--- src/rtl/requant_relu.sv ---
`default_nettype none
// ---------------------------------------------------------------------------
// requant_relu : bias + multiply + round/shift + saturate + ReLU, 3-cycle pipe
// Revision     : 1.0
// ---------------------------------------------------------------------------
module requant_relu #(
  parameter int MAP_WIDTH = 28,
  parameter int ACC_W     = 32,
  parameter int M_W       = 16
) (
  input  logic                    clk,
  input  logic                    rst,
  input  logic                    valid_in,
  input  logic signed [ACC_W-1:0] acc_in,
  input  logic                    cfg_load,
  input  logic signed [ACC_W-1:0] cfg_bias,
  input  logic [M_W-1:0]          cfg_mult,
  input  logic [5:0]              cfg_shift,
  input  logic                    cfg_relu,
  output logic                    valid_out,
  output logic signed [7:0]       pixel_out,
  output logic                    map_done,
  output logic                    cfg_err,
  output logic [15:0]             sat_count
);

  localparam int C_PIX = MAP_WIDTH * MAP_WIDTH;
  localparam int C_CW  = (C_PIX > 1) ? $clog2(C_PIX) : 1;
  localparam int C_PW  = ACC_W + M_W + 2;
  localparam logic [C_CW-1:0]        C_LAST = C_CW'(C_PIX - 1);
  localparam logic signed [C_PW-1:0] C_HI   = C_PW'(127);
  localparam logic signed [C_PW-1:0] C_LO   = C_PW'(-128);

  logic signed [ACC_W-1:0] r_bias;
  logic [M_W-1:0]          r_mult;
  logic [4:0]              r_shift;
  logic                    r_relu;
  logic [C_CW-1:0]         r_in_count;
  logic [C_CW-1:0]         r_out_count;
  logic                    r_s1_valid;
  logic signed [ACC_W:0]   r_s1_sum;
  logic                    r_s2_valid;
  logic signed [C_PW-1:0]  r_s2_prod;

  logic                    w_idle;
  logic signed [ACC_W:0]   w_sum;
  logic signed [C_PW-1:0]  w_sum_ext;
  logic signed [C_PW-1:0]  w_mult_ext;
  logic signed [C_PW-1:0]  w_rnd;
  logic signed [C_PW-1:0]  w_rsum;
  logic signed [C_PW-1:0]  w_r;
  logic                    w_sat;
  logic signed [7:0]       w_clip;
  logic signed [7:0]       w_pix;

  // A pixel arriving this cycle also counts as busy: it would otherwise meet
  // the old bias in stage 1 and the new multiplier in stage 2.
  assign w_idle = (r_in_count == '0) && !r_s1_valid && !r_s2_valid && !valid_out && !valid_in;

  assign w_sum      = {acc_in[ACC_W-1], acc_in} + {r_bias[ACC_W-1], r_bias};
  assign w_sum_ext  = {{(M_W+1){r_s1_sum[ACC_W]}}, r_s1_sum};
  assign w_mult_ext = {{(ACC_W+2){1'b0}}, r_mult};

  assign w_rnd  = (r_shift == 5'd0) ? '0 : (C_PW'(1) << (r_shift - 5'd1));
  assign w_rsum = r_s2_prod + w_rnd;
  assign w_r    = w_rsum >>> r_shift;

  always_comb begin
    w_sat  = 1'b0;
    w_clip = w_r[7:0];
    if (w_r > C_HI) begin
      w_sat  = 1'b1;
      w_clip = 8'sd127;
    end else if (w_r < C_LO) begin
      w_sat  = 1'b1;
      w_clip = -8'sd128;
    end
    w_pix = (r_relu && w_clip[7]) ? 8'sd0 : w_clip;
  end

  always_ff @(posedge clk) begin
    if (rst) begin
      r_bias  <= '0;
      r_mult  <= M_W'(1);
      r_shift <= 5'd0;
      r_relu  <= 1'b1;
      cfg_err <= 1'b0;
    end else if (cfg_load) begin
      if (w_idle) begin
        r_bias  <= cfg_bias;
        r_mult  <= cfg_mult;
        r_shift <= cfg_shift[5] ? 5'd31 : cfg_shift[4:0];
        r_relu  <= cfg_relu;
      end else begin
        cfg_err <= 1'b1;
      end
    end
  end

  always_ff @(posedge clk) begin
    if (rst) begin
      r_in_count <= '0;
      r_s1_valid <= 1'b0;
      r_s2_valid <= 1'b0;
    end else begin
      r_s1_valid <= valid_in;
      r_s2_valid <= r_s1_valid;
      if (valid_in)
        r_in_count <= (r_in_count == C_LAST) ? '0 : r_in_count + 1'b1;
    end
  end

  always_ff @(posedge clk) begin
    r_s1_sum  <= w_sum;
    r_s2_prod <= w_sum_ext * w_mult_ext;
  end

  always_ff @(posedge clk) begin
    if (rst) begin
      valid_out   <= 1'b0;
      pixel_out   <= '0;
      map_done    <= 1'b0;
      sat_count   <= '0;
      r_out_count <= '0;
    end else begin
      valid_out <= r_s2_valid;
      map_done  <= r_s2_valid && (r_out_count == C_LAST);
      if (r_s2_valid) begin
        pixel_out   <= w_pix;
        r_out_count <= (r_out_count == C_LAST) ? '0 : r_out_count + 1'b1;
        if (w_sat && (sat_count != 16'hFFFF))
          sat_count <= sat_count + 16'd1;
      end
    end
  end

endmodule
`default_nettype wire
--- config.mk ---
export PLATFORM = sky130hd
export DESIGN_NAME = requant_relu
export DESIGN_NICKNAME = d
export VERILOG_FILES = /design/src/rtl/requant_relu.sv
export SDC_FILE = /design/constraint.sdc
export NUM_CORES = 2
export LEC_CHECK = 0
export ABC_AREA = 1
export BUFFER_PORTS_ARGS = -buffer_cell sky130_fd_sc_hd__buf_2
export CORE_MARGIN = 1
export CORE_UTILIZATION = 35
export CTS_BUF_LIST = sky130_fd_sc_hd__clkbuf_2 sky130_fd_sc_hd__clkbuf_4 sky130_fd_sc_hd__clkbuf_8
export DETAILED_ROUTE_END_ITERATION = 7
export SYNTH_ARGS = -nofsm -noshare
export SYNTH_HDL_FRONTEND = slang
export SYNTH_SLANG_ARGS = --single-unit
--- constraint.sdc ---
create_clock -name clk -period 6.4 [get_ports clk]
set_input_delay 0 -clock clk [delete_from_list [all_inputs] [get_ports clk]]
set_output_delay 0 -clock clk [all_outputs]
set_load 0.02 [all_outputs]
==> impl_metrics.ini <==
[placement]
place_congestion = 0.947
dp_hpwl_mm = 82.7
port_buffers = 117

[global_route]
grt_max_degree = 89
antenna_found_initial = 3
grt_pass1_wl_mm = 162
grt_usage_pct = 20.5
overflow = 0
first_global_vias = 31100

[route]
dr.pass1.iters = 6
vias = 30900
wl_per_cell_um = 15.7
drc_errors = 0
drt-total-wl_mm = 100
final_antenna_net_count = 0
viasPerCell = 4.84
drtIter0Drc = 2097

[timing]
hold_violations = 0
tightest_slew_ps = 1010
slew_viol_final = 0
max_freq_mhz = 160
slew_headroom_pct = 31.8
finClkSkew_ps = 36.0
hold_ws_ps = 203
post-route-period-util_pct = 97.5
setup_violations = 0
rsz0062_at_grt = yes
fin_crit_ps = 6240

[status]
outcome = completed

[synthesis]
async_flop_share_pct = 0
ys_top_cells_by_area = fa_1, nand2_1, inv_1
synthFlopType = dfxtp_1
synth_cells = 4936
synth_most_common_cell = nand2_1
yosys_warnings = 0
synth_top_area_share_pct = 29.6
synth-edff-count = 0
synth-seq-cells = 186
synthTopCellsByCount = nand2_1, inv_1, fa_1, nand3_1, a21oi_1
ys_types = 58
yosysTopAreaCell = fa_1
synth_fp_nets = 5719
synth_area_sq_um = 34200
syn_avg_cell_area_sq_um = 6.92
seq_area_frac_synth_pct = 10.9

[floorplan]
ios = 118
core_area_sq_um = 96700
dieArea_sq_um = 98900
fp-row-count = 114
die_h_um = 314
fp.dieW_um = 314
start_util_pct = 35.3

[worst_setup_path]
ff2ff_path_depth = 22
critical_path_peak_fanout = 6
path_depth = 22
cp.required_ps = 6890
critPathCaptureType = register
crit_path_cell_trace = buf_2 -> nand2_1 -> fa_1 -> inv_1 -> fa_1 -> inv_1 -> fa_1 -> fa_1 -> fa_1 -> inv_1 -> fa_1 -> ha_1 -> nand2_1 -> nor2_1 -> inv_1 -> nor4_1 -> a21oi_1 -> buf_4 -> o211ai_1 -> a21oi_2 -> o31ai_1 -> xor2_1
critPathBufInv = 6
crit_type = register to register
start_kind = register
critical-path-top-delay-family = adder cells
slowest_stage = fa_1
crit_top_cell = fa_1
critPathMaxStageDelay_ps = 560
worstPathArrival_ps = 6740

[hold_path]
worstHoldPathCells = 3
hold_class = primary input to register

[cts]
clkLatencyLatePin_ps = 570
cts-root-buf = clkbuf_8
tritoncts = yes
cts.sinks = 186
cts_buffers = 17
cts.path.max_buffers = 2
htreeDepth = 4
clk_pin_slew_ps = 120

[layout]
nets = 5879
area.growth.synth_to_final_pct = 12.5
drive_gt1_share_pct = 10.0
fin_util_pct = 39.7

[pwr]
peakVddDrop_uv = 240
leakage_nw = 19.9
power_density_nw_per_um2 = 334

[run]
max_cap_violations = 0
## stage by stage
step | TNS, ps | worst slack (ps) | cell area [sq um] | std cells | total power [mW]
finish | 0 | 157 | 38400 | 6387 | 12.8
global route | -64.8 | -27.4 | 38400 | 6387 | 14.3
CTS | 0 | 4.49 | 38000 | 6374 | 12.6
detailed placement | -37.9 | -30.3 | 36500 | 6230 | 11.5
global placement | 0 | 84.1 | 36500 | 6230 | 11.4
floorplan | 0 | 36.0 | 34200 | 4936 | 8.74
## where the power goes
part	switching, mW	total (mW)	internal, mW
logic	6.19	10.2	3.97
registers	0.289	1.78	1.49
clock network	0.515	0.901	0.385
## placed cells by master, fill, tap and decap left out, types with 5 or more instances in the layout
cell type and count:
dfxtp_4 10, inv_2 25, dfxtp_2 28, buf_2 118, inv_1 1056, dlygate4sd3_1 113
nor4_1 8, nor3_1 28, a211oi_1 8, ha_1 181, a21oi_1 196, nand2_1 1353
o211ai_1 8, nor3b_1 5, nand3_2 43, nor2_2 24, dfxtp_1 148, nand4_1 27
clkbuf_8 19, fa_1 505, o21ai_1 5, xnor2_1 52, a31oi_1 9, nor2_1 196
xor2_1 73, nand3b_1 8, a21oi_2 25, nand3_1 471, o21ai_0 107, o21a_1 7
nand2_2 34, nand2_4 9, buf_12 10, buf_4 122, buf_6 5
## layout make-up
class / instances / area, sq um
Multi-Input combinational cell: 3435 / 25600
Inverter: 1086 / 4080
Tap cell: 1276 / 1600
Clock buffer: 19 / 262
Sequential cell: 186 / 3800
Timing Repair Buffer: 370 / 2940
Clock inverter: 13 / 179
Fill cell: 10300 / 58300
Antenna cell: 2 / 5.00
## cells by family after synthesis
| kind of cell | synth area share, % |
|---|---|
| other | 0.0110 |
| adders and majority gates | 36.4 |
| buffers and inverters | 14.7 |
| and+or+nand+nor | 28.4 |
| AOI/OAI and AO/OA | 6.29 |
| DFF | 10.9 |
| xor gates and xnor gates | 3.20 |
| muxes | 0.0586 |
## repair_timing
| item | CTS | global route |
|---|---|---|
| resized for setup | 3 | 86 |
| setup endpoints to repair | 6 | 16 |
| pin swaps | 0 | 14 |
| buffers inserted | 0 | 9 |
| endpoints found under the hold margin | 116 | 0 |
| gates cloned | 0 | 2 |
| hold buffers | 113 | 0 |
## registers in the layout, indices dropped and copies added, names as in the netlist
name and flops:
map_done 1, valid_out 1, r_s1_valid 1, pixel_out 8, r_bias 32, sat_count 16, cfg_err 1, r_s2_prod 50
r_in_count 10, r_s1_sum 33, r_relu 1, r_shift 5, r_out_count 10, r_mult 16, r_s2_valid 1
## path summary, 6_finish.rpt
path	startpoint	end	slack, ps
worst max-delay path	r_mult[2]$_SDFFE_PP0P_	r_s2_prod[43]$_DFF_P_	160
worst min-delay path	acc_in[0]	r_s1_sum[0]$_DFF_P_	200
worst max register to register	r_mult[2]$_SDFFE_PP0P_	r_s2_prod[43]$_DFF_P_	160
worst min register to register	r_s1_valid$_SDFF_PP0_	r_s2_valid$_SDFF_PP0_	440
## per-layer routing
metal,global-route usage [%],up-vias,part of all wire (%)
met4,5.95,0,2.5
li1,-,15200,-
met3,2.86,135,5.7
met1,28.0,14700,46
met2,33.7,890,46
met5,0,-,0
## worst min-delay path: stages
cell and delay, ps:
dlygate4sd3_1 520, buf_2 100, ha_1 120
Power figures use the tool's default switching activity.
